--- config.mk ---
export PLATFORM = sky130hd
export DESIGN_NAME = control
export DESIGN_NICKNAME = d
export VERILOG_FILES = /design/src/rtl/control.sv
export SDC_FILE = /design/constraint.sdc
export NUM_CORES = 1
export LEC_CHECK = 0
export ABC_AREA = 1
export ABC_CLOCK_PERIOD_IN_PS = 1400
export CORE_MARGIN = 1
export CORE_UTILIZATION = 41
export CTS_CLUSTER_DIAMETER = 50
export DETAILED_ROUTE_END_ITERATION = 8
export GPL_ROUTABILITY_DRIVEN = 0
export GPL_TIMING_DRIVEN = 0
export PLACE_DENSITY = 0.81
export SETUP_SLACK_MARGIN = 0.1
export SYNTH_ARGS = -nofsm -noshare
export SYNTH_HDL_FRONTEND = slang
export SYNTH_SLANG_ARGS = --single-unit
--- constraint.sdc ---
create_clock -name clk -period 1.4 [get_ports clk]
set_clock_uncertainty 0.1 [all_clocks]
set_input_delay 0.14 -clock clk [delete_from_list [all_inputs] [get_ports clk]]
set_output_delay 0.14 -clock clk [all_outputs]
set_load 0.03 [all_outputs]
--- src/rtl/control.sv ---
// Greenhouse vent controller: registers the inputs, applies a hysteresis band around
// SETPOINT and enforces a minimum dwell on the registered vent enable.
module control #(
  parameter int SETPOINT  = 20,
  parameter int HYST      = 3,
  parameter int MIN_DWELL = 4
) (
  input  logic              clk,
  input  logic              rst,
  input  logic signed [7:0] greenhouse_temp,
  input  logic              temp_g_greenhouse_temp,
  output logic              out
);

  localparam int DATA_W = 8;
  localparam int EXT_W  = 10;
  localparam int CNT_W  = (MIN_DWELL > 1) ? $clog2(MIN_DWELL) : 1;
  localparam logic [CNT_W-1:0] DWELL_LOAD = CNT_W'(MIN_DWELL - 1);

  // Thresholds are formed at 10 bits so SETPOINT+HYST cannot wrap at the 8-bit range edge.
  localparam logic signed [EXT_W-1:0] SP_X = EXT_W'(SETPOINT);
  localparam logic signed [EXT_W-1:0] HY_X = EXT_W'(HYST);
  localparam logic signed [EXT_W-1:0] LO_X = SP_X - HY_X;
  localparam logic signed [EXT_W-1:0] HI_X = SP_X + HY_X;

  typedef enum logic [1:0] {
    IDLE      = 2'd0,
    VENT_WARM = 2'd1,
    VENT_COOL = 2'd2
  } state_t;

  function automatic logic [CNT_W-1:0] sat_dec(input logic [CNT_W-1:0] v);
    return (v == '0) ? '0 : v - 1'b1;
  endfunction

  logic signed [DATA_W-1:0] gt_q;
  logic                     tg_q;
  logic signed [EXT_W-1:0]  gt_x;
  logic                     cold;
  logic                     hot;
  logic                     dwell_done;
  logic [CNT_W-1:0]         dwell;
  state_t                   state;
  state_t                   state_nxt;
  logic                     out_nxt;

  // Stage 0: input capture
  always_ff @(posedge clk or negedge rst) begin
    if (!rst) begin
      gt_q <= '0;
      tg_q <= 1'b0;
    end else begin
      gt_q <= greenhouse_temp;
      tg_q <= temp_g_greenhouse_temp;
    end
  end

  // Stage 1: band compare, FSM, dwell counter and registered vent enable
  assign gt_x       = {{(EXT_W-DATA_W){gt_q[DATA_W-1]}}, gt_q};
  assign cold       = (gt_x <= LO_X);
  assign hot        = (gt_x >= HI_X);
  assign dwell_done = (dwell == '0);

  always_ff @(posedge clk or negedge rst) begin
    if (!rst) begin
      state <= IDLE;
      dwell <= '0;
      out   <= 1'b0;
    end else begin
      state <= state_nxt;
      dwell <= (state_nxt != state) ? DWELL_LOAD : sat_dec(dwell);
      out   <= out_nxt;
    end
  end

  always_comb begin
    state_nxt = state;
    if (dwell_done) begin
      case (state)
        IDLE: begin
          if (cold && tg_q)       state_nxt = VENT_WARM;
          else if (hot && !tg_q)  state_nxt = VENT_COOL;
        end
        VENT_WARM: if (gt_x >= SP_X || !tg_q) state_nxt = IDLE;
        VENT_COOL: if (gt_x <= SP_X || tg_q)  state_nxt = IDLE;
        default:   state_nxt = IDLE;
      endcase
    end
  end

  always_comb begin
    out_nxt = (state_nxt != IDLE);
  end

endmodule

# Word level (Yosys, flattened, before mapping)

Cells that the tools add are included.
Widths: inputs -> output; s select.

Order comparisons: 4
Eq/ne operators: 3
Add/subtract/negate cells: 1
Multiplexer cells: 8
Reductions and logical operators: 8

Operator list:

| kind                | number |
|---|---|
| $ge 8x6->1 const B  | 2 |
| $le 8x6->1 const B  | 2 |
| $mux 2              | 7 |
| $pmux 2 s3          | 1 |
| $logic_not 2->1     | 2 |
| $eq 2x1->1 const B  | 1 |
| $eq 2x2->1 const B  | 1 |
| $logic_and 1x1->1   | 2 |
| $logic_or 1x1->1    | 2 |
| $ne 2x2->1          | 1 |
| $reduce_bool 2->1   | 1 |
| $sub 2x1->2 const B | 1 |
| $logic_not 1->1     | 1 |

Flip-flop bits (word level): 14
Word-level logic and storage cells: 29
Output and inout bits: 1

# Depth between registers and ports, before layout

Word-level depth: 8
Mapped depth: 11
Mapped depth without buffers: 11

# Worst setup path after synthesis

Ideal clock, no wire load.

Kind: flip-flop to flip-flop
From: register dwell[1]
To: register dwell[0]
Clock period less this slack: 1,278 ps
Arrival time: 1,050 ps
Cell stages (with the launch flop): 8
Library setup time: 128 ps
Slack: 122 ps
Path through: dfrtp_1 -> or2_4 -> nor2_2 -> nand2_1 -> nand3_1 -> nand2_1 -> nor2_1 -> nand3_1

Word-level cells in the longest chain between the ends: 4
Elaborated cells on any way between the ends: 5
Those cells by class: 1 x eq/ne; 3 x mux; 1 x reduce/logical

Ends and longest elaborated chain:

| element                | line   | RTL |
|---|---|---|
| from (decl)            | 42     | `logic [CNT_W-1:0] dwell;` |
| from (signal assigned) | 71     | `dwell <= (state_nxt != state) ? DWELL_LOAD : sat_dec(dwell);` |
| $logic_not 2->1 *      | 33, 62 |  |
| $mux 2                 | 78     | `if (dwell_done) begin` |
| $ne 2x2->1             | 71     |  |
| $mux 2 *               | 71     |  |

Mark *: on every way between the ends. The rest lies on a longest branch, timed or not.

# Worst setup path after layout

From: register state[1]
To: register out

Word-level cells in the longest chain between the ends: 5
Elaborated cells on any way between the ends: 10
Those cells by class: 2 x eq/ne; 6 x mux; 2 x reduce/logical

Ends and longest elaborated chain:

| element                | line | RTL |
|---|---|---|
| from (decl)            | 43   | `state_t state;` |
| from (signal assigned) | 70   | `state <= state_nxt;` |
| $mux 2                 | 82   | `else if (hot && !tg_q) state_nxt = VENT_COOL;` |
| $mux 2                 | 81   | `if (cold && tg_q) state_nxt = VENT_WARM;` |
| $pmux 2 s3             | 79   | `case (state)` |
| $mux 2 *               | 78   |  |
| named net state_nxt[1] | 44   | `state_t state_nxt;` |
| $reduce_bool 2->1 *    | 92   | `out_nxt = (state_nxt != IDLE);` |
| named net out_nxt      | 45   | `logic out_nxt;` |
| to (signal assigned)   | 72   | `out <= out_nxt;` |
| to (decl)              | 12   | `output logic out` |

The timed path passes the listed nets; every way through them passes the cells marked *.

==> results.toml <==
[outcome]
status = "finished, violations left"
violations = "setup timing"

[synth]
yosysTopAreaCellShare = 0.644
synthArstFlopShare = 1.00
ys_seq_area_frac = 0.644
yosysTopAreaCell = "dfrtp_1"
synthCells = 55
synth.area.top_cells = "dfrtp_1, nand2_1, nand3_1"
netlist_area_sq_um = 544
synthTopCellsByCount = "nand2_1, dfrtp_1, inv_1, nand3_1, nor2_1"
synth.ff_latch_count = 14
synth_top_flop_cell = "dfrtp_1"
yosysMostFrequentCell = "nand2_1"
syn_avg_cell_area_sq_um = 9.90
syn-num-nets = 66
yosysWarnings = 0
yosysUniqueCellTypes = 13
synth_edf_count = 0

[global_routing]
track_usage = 0.168
grt_max_degree = 15
grt_first_pass_wirelength_um = 1580
antenna_found_initial = 0
grt_pass1_vias = 391
grt_overflow_total = 0

[critical_path]
crit_top_cell = "nand2_1"
slowest_delay_ns = 0.42
slowest_stage = "dfrtp_1"
crit_path_start_kind = "flip-flop"
path_cells = "nand2_1, nand2_1, nand3_2, nand2_1, nand2_1, nand2_1, nand2_2, o21ai_2, or2_1"
crit_type = "reg2reg"
crit_fanout = 3
end_kind = "flip-flop"
worstPathArrival_ns = 1.53
required_ns = 1.47

[cells_and_area]
drive_above_1_share = 0.380
nFillCells = 79
area_growth_syn_to_layout_pct = 51.7
layout.nets = 91
register_area_sq_um = 350
fin_util = 0.705
multi_input_area_sq_um = 215
antenna_cells = 0
finalNonFillerCells = 93

[clock_network]
cts_root_buf = "clkbuf_4"
cts.htree.levels = 1
cts_tree = "built"
numCtsBuffers = 3
clock_latency_ns = 0.28
clk_pin_slew_ns = 0.08
clock-sinks = 14
clockBufferDepth = 2

[die]
fp.dieArea_sq_um = 1480
die_x_um = 38.4
core_sq_um = 1170
fp.dieH_um = 38.4
start_util = 0.465
ios = 12
core.rowCount = 12

[sta]
fmax_mhz = 686
slew-limit-headroom = 0.613
worst_slack_ns = -0.0587
finalSetupTns_ns = -0.142
tightestPinTransition_ns = 0.579
period_share = 1.04
report.final.setup_viol = 3
final_hold_viol_count = 0
whs_ns = 0.122
period_minus_slack_ns = 1.46
rsz0062_at_grt = "true"
slew_violations = 0

[power]
swShare = 0.362
p_leak_uw = 0.000401
vdd_drop_max_mv = 0.917
total_power_uw = 1550
p_comb_frac = 0.462
clkPwrFrac = 0.182
power_frac_seq = 0.356
powerDensity_nw_per_um2 = 1880
internal_power_uw = 990
p_sw_uw = 561

[routing]
wire_per_inst_um = 13.3
route.vias.total = 463
drc_errors = 0
ant_nets = 0
drt-initial-drc-count = 10
drt-pass1-iter-count = 4
via_per_inst = 4.98
wl_um = 1240

[placed_design]
portBuffers = 11
dp_cells = 80
dp_hpwl_um = 624

[min_path]
min_path_type = "in2async"

[flow_run]
maxCapViolCount = 0
[final timing paths]
| check | depth (start not counted) | endpoint | slack [ns] | startpoint |
|---|---|---|---|---|
| min in group clk | 1 | gt_q[5] | 0.19 | greenhouse_temp[5] |
| max in group asynchronous | 1 | gt_q[3] | 0.70 | rst |
| min | 1 | gt_q[5] | 0.12 | rst |
| max reg2reg | 9 | out | -0.06 | state[1] |
| min reg2reg | 3 | dwell[0] | 0.51 | dwell[0] |
| max | 9 | out | -0.06 | state[1] |
[area by class of cell]
type                       count  share of cell area
timing repair buffer          20               0.214
tap                           14              0.0212
clock buffer                   4              0.0439
sequential                    14               0.424
inverter                       8              0.0364
multi-input combinational     33               0.261
[sequential cells by signal (all words and copies together), names as in the netlist]
name,flops
gt_q,8
dwell,2
state,2
out,1
tg_q,1
[worst max-delay path: cells and delay by family, from the launching register on]
family	cells	cell delay, ns
compound gates	1	0.08
flops	1	0.42
simple gates	8	0.75
[metal layers]
metal / wire length [um] / global-route usage
met5: 0 / 0
met4: 40 / 0.0776
met3: 49 / 0.0523
met2: 626 / 0.263
met1: 519 / 0.212
[layout by cell type (no fill, tap or decap)]
cell	count
dfrtp_1	14
nand2_1	11
clkdlybuf4s50_1	10
buf_4	9
inv_1	6
nand2_2	6
nor2_4	3
nand3_2	3
nand3_1	3
clkbuf_4	3
inv_2	2
nor2_1	2
or2_4	1
o21ai_1	1
nor4_4	1
o21ai_2	1
or2_1	1
clkbuf_8	1
dlygate4sd2_1	1
[logic make-up after synthesis]
logic type,share of synthesized area
buf+inv,0.0552
compound gates,0.0253
flops,0.644
simple gates,0.276
[power groups by stage]
stage	combinational (uW)	clock, uW	sequential (uW)
floorplan	242	0	581
global placement	363	0	561
detailed placement	371	0	568
CTS	532	286	545
global route	769	309	561
finish	717	282	552
[per-stage QoR]
stage / cell area (sq um) / worst slack, ns
floorplan: 544 / 0.122
global placement: 672 / 0.0482
detailed placement: 672 / 0.0348
CTS: 768 / 0.0610
global route: 826 / -0.146
finish: 826 / -0.0587
[repair_timing]
action	4_1_cts	5_1_grt
setup endpoints to repair	4	3
gates cloned	0	0
hold buffers	0	0
pin swaps	3	9
resized for setup	4	9
buffers inserted	6	3
No activity file was read; power rests on OpenSTA's default activity.
